$ cat src/rtl/riscv_lsu_axi4lite_master.sv
// Single-outstanding LSU-to-AXI4-Lite bridge: AXI request one cycle after acceptance, response one cycle after R/B.
// Stalls the core (req_ready=0) until the transaction completes; define MISALIGN_CHECK_EN to reject misaligned accesses.
module riscv_lsu_axi4lite_master #(
   parameter int ADDR_WIDTH = 64
) (
   input  logic                  axi_clk,
   input  logic                  axi_rst,
   input  logic                  req_valid,
   output logic                  req_ready,
   input  logic                  req_we,
   input  logic [1:0]            req_size,
   input  logic [ADDR_WIDTH-1:0] req_addr,
   input  logic [63:0]           req_wdata,
   output logic                  rsp_valid,
   output logic [63:0]           rsp_rdata,
   output logic                  rsp_err,
   output logic [ADDR_WIDTH-1:0] maxi_araddr,
   output logic                  maxi_arvalid,
   input  logic                  maxi_arready,
   output logic [2:0]            maxi_arprot,
   input  logic [63:0]           maxi_rdata,
   input  logic [1:0]            maxi_rresp,
   input  logic                  maxi_rvalid,
   output logic                  maxi_rready,
   output logic [ADDR_WIDTH-1:0] maxi_awaddr,
   output logic                  maxi_awvalid,
   input  logic                  maxi_awready,
   output logic [2:0]            maxi_awprot,
   output logic [63:0]           maxi_wdata,
   output logic [7:0]            maxi_wstrb,
   output logic                  maxi_wvalid,
   input  logic                  maxi_wready,
   input  logic                  maxi_bvalid,
   input  logic [1:0]            maxi_bresp,
   output logic                  maxi_bready
);

   typedef enum logic [2:0] {
      S_IDLE,
      S_RD_ADDR,
      S_RD_DATA,
      S_WR_REQ,
      S_WR_RESP
   } state_t;

   state_t                r_state;
   state_t                w_state_nxt;
   logic                  r_ready_en;
   logic [ADDR_WIDTH-1:0] r_addr;
   logic [63:0]           r_wdata;
   logic [7:0]            r_wstrb;
   logic                  r_aw_done;
   logic                  r_w_done;
   logic                  r_rsp_valid;
   logic                  r_rsp_err;
   logic [63:0]           r_rsp_rdata;

   logic                  w_accept;
   logic                  w_aw_hs;
   logic                  w_w_hs;
   logic                  w_rd_fire;
   logic                  w_rsp_fire;
   logic                  w_rsp_err;
   logic [7:0]            w_strb_base;
   logic [7:0]            w_strb;
   logic                  w_unused;

   // Only resp[1] distinguishes OKAY/EXOKAY from SLVERR/DECERR.
   assign w_unused = ^{maxi_rresp[0], maxi_bresp[0]};

   always_comb begin
      w_strb_base = 8'h01;
      case (req_size)
         2'd0:    w_strb_base = 8'h01;
         2'd1:    w_strb_base = 8'h03;
         2'd2:    w_strb_base = 8'h0F;
         default: w_strb_base = 8'hFF;
      endcase
   end

   // An 8-bit shift drops lanes past the dword boundary.
   assign w_strb = w_strb_base << req_addr[2:0];

`ifdef MISALIGN_CHECK_EN
   logic [2:0] w_align_mask;
   logic       w_misalign;

   always_comb begin
      w_align_mask = 3'b000;
      case (req_size)
         2'd0:    w_align_mask = 3'b000;
         2'd1:    w_align_mask = 3'b001;
         2'd2:    w_align_mask = 3'b011;
         default: w_align_mask = 3'b111;
      endcase
   end

   assign w_misalign = |(req_addr[2:0] & w_align_mask);
`endif

   always_comb begin
      w_state_nxt  = r_state;
      w_accept     = 1'b0;
      w_aw_hs      = 1'b0;
      w_w_hs       = 1'b0;
      w_rd_fire    = 1'b0;
      w_rsp_fire   = 1'b0;
      w_rsp_err    = 1'b0;
      req_ready    = 1'b0;
      maxi_arvalid = 1'b0;
      maxi_rready  = 1'b0;
      maxi_awvalid = 1'b0;
      maxi_wvalid  = 1'b0;
      maxi_bready  = 1'b0;
      case (r_state)
         S_IDLE: begin
            req_ready = r_ready_en;
            if (req_valid && r_ready_en) begin
               w_accept = 1'b1;
`ifdef MISALIGN_CHECK_EN
               if (w_misalign) begin
                  w_rsp_fire = 1'b1;
                  w_rsp_err  = 1'b1;
               end else if (req_we) begin
                  w_state_nxt = S_WR_REQ;
               end else begin
                  w_state_nxt = S_RD_ADDR;
               end
`else
               if (req_we) begin
                  w_state_nxt = S_WR_REQ;
               end else begin
                  w_state_nxt = S_RD_ADDR;
               end
`endif
            end
         end
         S_RD_ADDR: begin
            maxi_arvalid = 1'b1;
            if (maxi_arready) begin
               w_state_nxt = S_RD_DATA;
            end
         end
         S_RD_DATA: begin
            maxi_rready = 1'b1;
            if (maxi_rvalid) begin
               w_rd_fire   = 1'b1;
               w_rsp_fire  = 1'b1;
               w_rsp_err   = maxi_rresp[1];
               w_state_nxt = S_IDLE;
            end
         end
         S_WR_REQ: begin
            maxi_awvalid = !r_aw_done;
            maxi_wvalid  = !r_w_done;
            w_aw_hs      = !r_aw_done && maxi_awready;
            w_w_hs       = !r_w_done && maxi_wready;
            if ((r_aw_done || w_aw_hs) && (r_w_done || w_w_hs)) begin
               w_state_nxt = S_WR_RESP;
            end
         end
         S_WR_RESP: begin
            maxi_bready = 1'b1;
            if (maxi_bvalid) begin
               w_rsp_fire  = 1'b1;
               w_rsp_err   = maxi_bresp[1];
               w_state_nxt = S_IDLE;
            end
         end
         default: w_state_nxt = S_IDLE;
      endcase
   end

   always_ff @(posedge axi_clk) begin
      if (axi_rst) begin
         r_state     <= S_IDLE;
         r_ready_en  <= 1'b0;
         r_addr      <= '0;
         r_wdata     <= '0;
         r_wstrb     <= '0;
         r_aw_done   <= 1'b0;
         r_w_done    <= 1'b0;
         r_rsp_valid <= 1'b0;
         r_rsp_err   <= 1'b0;
         r_rsp_rdata <= '0;
      end else begin
         r_state     <= w_state_nxt;
         r_ready_en  <= 1'b1;
         r_rsp_valid <= w_rsp_fire;
         if (w_rsp_fire) begin
            r_rsp_err <= w_rsp_err;
         end
         if (w_rd_fire) begin
            r_rsp_rdata <= maxi_rdata;
         end
         if (w_accept) begin
            r_addr    <= req_addr;
            r_wdata   <= req_wdata;
            r_wstrb   <= w_strb;
            r_aw_done <= 1'b0;
            r_w_done  <= 1'b0;
         end else begin
            if (w_aw_hs) begin
               r_aw_done <= 1'b1;
            end
            if (w_w_hs) begin
               r_w_done <= 1'b1;
            end
         end
      end
   end

   assign maxi_araddr = r_addr;
   assign maxi_awaddr = r_addr;
   assign maxi_wdata  = r_wdata;
   assign maxi_wstrb  = r_wstrb;
   assign maxi_arprot = 3'b000;
   assign maxi_awprot = 3'b000;
   assign rsp_valid   = r_rsp_valid;
   assign rsp_err     = r_rsp_err;
   assign rsp_rdata   = r_rsp_rdata;

endmodule

$ cat config.mk
export PLATFORM = sky130hd
export DESIGN_NAME = riscv_lsu_axi4lite_master
export DESIGN_NICKNAME = d
export VERILOG_FILES = /design/src/rtl/riscv_lsu_axi4lite_master.sv
export SDC_FILE = /design/constraint.sdc
export NUM_CORES = 1
export LEC_CHECK = 0
export ABC_AREA = 1
export CORE_AREA = 2 2 191 193
export CTS_CLUSTER_DIAMETER = 200
export DETAILED_ROUTE_END_ITERATION = 8
export DIE_AREA = 0 0 193 195
export HOLD_SLACK_MARGIN = 0.08
export SLEW_MARGIN = 10
export SYNTH_ARGS = -nofsm -noshare
export SYNTH_HDL_FRONTEND = slang
export SYNTH_SLANG_ARGS = --single-unit
$ cat constraint.sdc
create_clock -name axi_clk -period 1.68 [get_ports axi_clk]
set_input_delay 0.42 -clock axi_clk [delete_from_list [all_inputs] [get_ports axi_clk]]
set_output_delay 0.42 -clock axi_clk [all_outputs]
set_load 0.01 [all_outputs]
==> results.rst <==
.. list-table::
   :header-rows: 1

   * - Metric
     - Value
   * - Die Outline Area
     - 0.0376 sq mm
   * - Final weighted congestion of routability-driven global placement
     - 0.739
   * - Final period utilization
     - 108%
   * - Count of endpoints failing setup in the final report
     - 7
   * - Clock tree from TritonCTS
     - yes
   * - Total number of vias
     - 7224
   * - Number of nets at the end of the flow
     - 1429
   * - Max-cap violations
     - 0
   * - Critical path data arrival time
     - 1.39 ns
   * - Synth Cell Area
     - 0.00744 sq mm
   * - Post-layout power
     - 16.7 mW
   * - Via count of the first global-routing pass
     - 7084
   * - Most numerous cell types in the synthesized netlist
     - 208 x dfxtp_1, 142 x nor2_1, 125 x a22o_1
   * - Share of the synthesized area in the top cell type
     - 56.0%
   * - Required time at the endpoint of the critical path
     - 1.26 ns
   * - WS Path Type
     - flip-flop to output port
   * - Critical-path cell list
     - nand2_2 -> nor2_4 -> inv_2 -> buf_6 -> nor2_4 -> buf_6
   * - Worst IR Drop VDD
     - 750 uV
   * - Share of synthesized area spent on multiplexers
     - 0%
   * - #FFs+latches synth
     - 208
   * - Power density over the cells
     - 1220 mW/mm^2
   * - Violated checks
     - setup timing
   * - Top cells by area, synth
     - dfxtp_1 56%, a22o_1 15%, buf_4 7.8%
   * - Final worst-path setup slack
     - -0.131 ns
   * - Clock period minus worst slack
     - 1.81 ns
   * - Maximum level of the CTS H-tree
     - 1
   * - Floorplan die height
     - 195 microns
   * - Fin Hold WS
     - 0.457 ns
   * - Final count of pins violating max slew
     - 0
   * - Post-Place Cell Area
     - 0.0123 sq mm
   * - Setup slack, reg-to-reg
     - 0 ns
   * - Max clock buf depth
     - 3
   * - Maximum fanout encountered on the critical timing path
     - 2
   * - Final wirelength
     - 31.5 mm
   * - Overall routing resource usage
     - 13.9%
   * - Buffer and inverter count on the worst path
     - 3
   * - R2r endpoint
     - maxi_araddr[35]
   * - Row cnt
     - 69
   * - Status
     - complete, but fails checks
   * - Largest stage delay on the critical path
     - 0.34 ns
   * - Number of library cell types mapped by synthesis
     - 26
   * - Synth Area per Inst
     - 9.79 sq um
   * - Beginning of the worst hold path
     - maxi_wstrb[6]
   * - Dpl hpwl
     - 20.8 mm
   * - # DRC
     - 0
   * - Antenna violations before repair
     - 1
   * - Largest clock skew in the final design
     - 0.0112 ns
   * - Residual antenna-violating net count after detailed routing
     - 0
   * - # hold bufs at CTS
     - 0
   * - Sequential-to-total area share from yosys stat
     - 56.0%
   * - Fraction of layout instances using a drive strength above 1
     - 13.4%
   * - Critical Path Slowest Stage Cell
     - dfxtp_2
   * - Drt via density
     - 4.24
   * - Share of flip-flops with an asynchronous set or reset after synthesis
     - 0%
   * - Simple-gate area share of the yosys netlist
     - 10.7%
   * - EDFF count, synth
     - 0
   * - Achievable frequency
     - 0.552 GHz
   * - Crit. End Element
     - output port
   * - HP Class
     - flip-flop to flip-flop
   * - Gr ovfl total
     - 0
   * - Final Instance Count excl. Fillers
     - 1703
   * - Die outline width
     - 193 microns
   * - Ys flop type
     - dfxtp_1
   * - Final routed wire length divided by cell count
     - 18.5 microns
   * - Worst R2R Start
     - r_state[0]
   * - Synthesized-area fraction occupied by adder cells
     - 0%
   * - RSZ-0062 raised after global routing
     - true
   * - Hold endpoint
     - maxi_wstrb[6]
   * - Clock latency on the worst-skew pair
     - 0.53 ns
   * - Xor and xnor fraction of the mapped netlist area
     - 0%
   * - Pin count of the biggest net entering global routing
     - 60
   * - Total iterations of the first detailed-routing run
     - 4
   * - CTS buffer count
     - 25
   * - Syn Inst Count
     - 760
   * - Compound-gate portion of the synthesized area
     - 20.7%
   * - Number of endpoints with negative hold slack in the final report
     - 0
   * - Number of DRC violations after detailed-routing iteration 0
     - 228
   * - Dominant combinational cell family by area after synthesis
     - compound AO/OA/AOI/OAI gates
   * - Initial core utilization
     - 21.0%
   * - Cell count of the worst hold path
     - 2
   * - CTS clock-pin slew for the worst setup and hold paths
     - 0.06 ns
   * - Number of top-level pins
     - 485
   * - Kind of cell with the highest combined delay on the critical path
     - flip-flops
   * - Nature of the critical path startpoint
     - flip-flop
   * - Count of warnings emitted by yosys
     - 0
   * - Core Footprint
     - 0.0354 sq mm
   * - Cell with the most instances after synthesis
     - dfxtp_1
   * - Worst R2R Path Depth
     - 10
   * - Yosys top cell by area
     - dfxtp_1
   * - Leakage power total
     - 6.67 nW
   * - Layout filler cell count
     - 3630
   * - Area grow syn2layout
     - 83.9%
   * - Final-layout setup total negative slack
     - -0.667 ns
   * - Post-route design area
     - 0.0137 sq mm
   * - Global-route wire length before repair
     - 41.0 mm
   * - Placed Cells
     - 1621
   * - IO Port Bufs
     - 476
   * - Buffer cell driving the clock tree root
     - clkbuf_16
   * - Total clock sinks
     - 208
-- report_power, final --
group | total [mW] | internal (mW) | switching [mW]
registers | 6.21 | 5.74 | 0.466
clock network | 5.58 | 3.35 | 2.23
logic | 4.91 | 2.55 | 2.36
total | 16.7 | 11.6 | 5.06
-- metal layers --
layer	share of wire (%)	track usage (%)
met1	36	15.1
met2	51	24.4
met3	10	5.73
met4	2.5	4.24
met5	0	0
-- cells by family (layout without fill, tap and decap cells) --
| kind of cell | count (synthesis) | in the layout |
|---|---|---|
| flops | 208 | 208 |
| buf+inv | 141 | 617 |
| other cells | 1 | 7 |
| simple gates | 197 | 197 |
| compound gates | 213 | 213 |
-- how the worst max path moves through the flow --
stage | to | from | cells past startpoint
after floorplan | maxi_araddr[26] | req_valid | 8
after global placement | maxi_wstrb[3] | req_valid | 8
after detailed placement | maxi_wstrb[2] | req_valid | 8
after CTS | maxi_awvalid | r_state[1] | 6
after global routing | maxi_awvalid | r_state[0] | 6
final | maxi_awvalid | r_state[0] | 6
-- final cells by class --
| cell class | instances | area [sq um] | area share [%] |
|---|---|---|---|
| timing repair inverter | 3 | 36.3 | 0.265 |
| multi-input combinational | 416 | 2470 | 18.0 |
| antenna | 1 | 2.50 | 0.0183 |
| clock buffer | 32 | 682 | 4.98 |
| timing repair buffer | 545 | 5430 | 39.7 |
| inverter | 23 | 135 | 0.988 |
| sequential | 208 | 4180 | 30.6 |
| clock inverter | 14 | 169 | 1.23 |
| tap | 461 | 577 | 4.22 |
-- metrics by stage --
step                      util (%)  setup WS, ns
after floorplan                  -         0.276
after global placement        34.9        -0.257
after detailed placement      34.9        -0.284
after CTS                     36.6        -0.235
after global routing          38.7        -0.223
final                         38.7        -0.131
-- worst register-to-register path, cell delays in order (launching register included) --
cell	delay, ns
dfxtp_2	0.34
buf_6	0.14
nor2_4	0.05
nand2_4	0.08
buf_6	0.12
nor2_8	0.04
buf_6	0.13
nand2_8	0.15
clkinv_16	0.11
buf_16	0.17
a22o_1	0.24
-- what timing repair did --
| item | CTS | global route |
|---|---|---|
| buffers inserted | 2 | 7 |
| pin swaps | 3 | 6 |
| setup endpoints to repair | 272 | 118 |
| cloned | 0 | 26 |
| resized for setup | 337 | 66 |
-- placed cells by master, fill, tap and decap left out, types with 5 or more instances in the layout --
cell type        instances
a22o_1                 125
buf_12                   7
buf_4                   28
buf_6                   20
clkbuf_16               39
clkbuf_2                 5
clkdlybuf4s15_1         11
clkdlybuf4s50_1        204
conb_1                   6
dfxtp_1                197
dfxtp_2                 10
dlygate4sd2_1          247
inv_1                   13
inv_2                    5
nand2_1                 32
nand3_1                  8
nor2_1                 137
nor2_4                   7
o21ai_0                 74
o21ai_1                  6
-- registers in the layout (all words and copies together) (netlist names) --
register,flops
rsp_valid,1
rsp_rdata,64
maxi_wdata,64
maxi_araddr,64
r_aw_done,1
r_ready_en,1
r_w_done,1
r_state,3
maxi_wstrb,8
rsp_err,1
(Power assumes the default switching activity.)
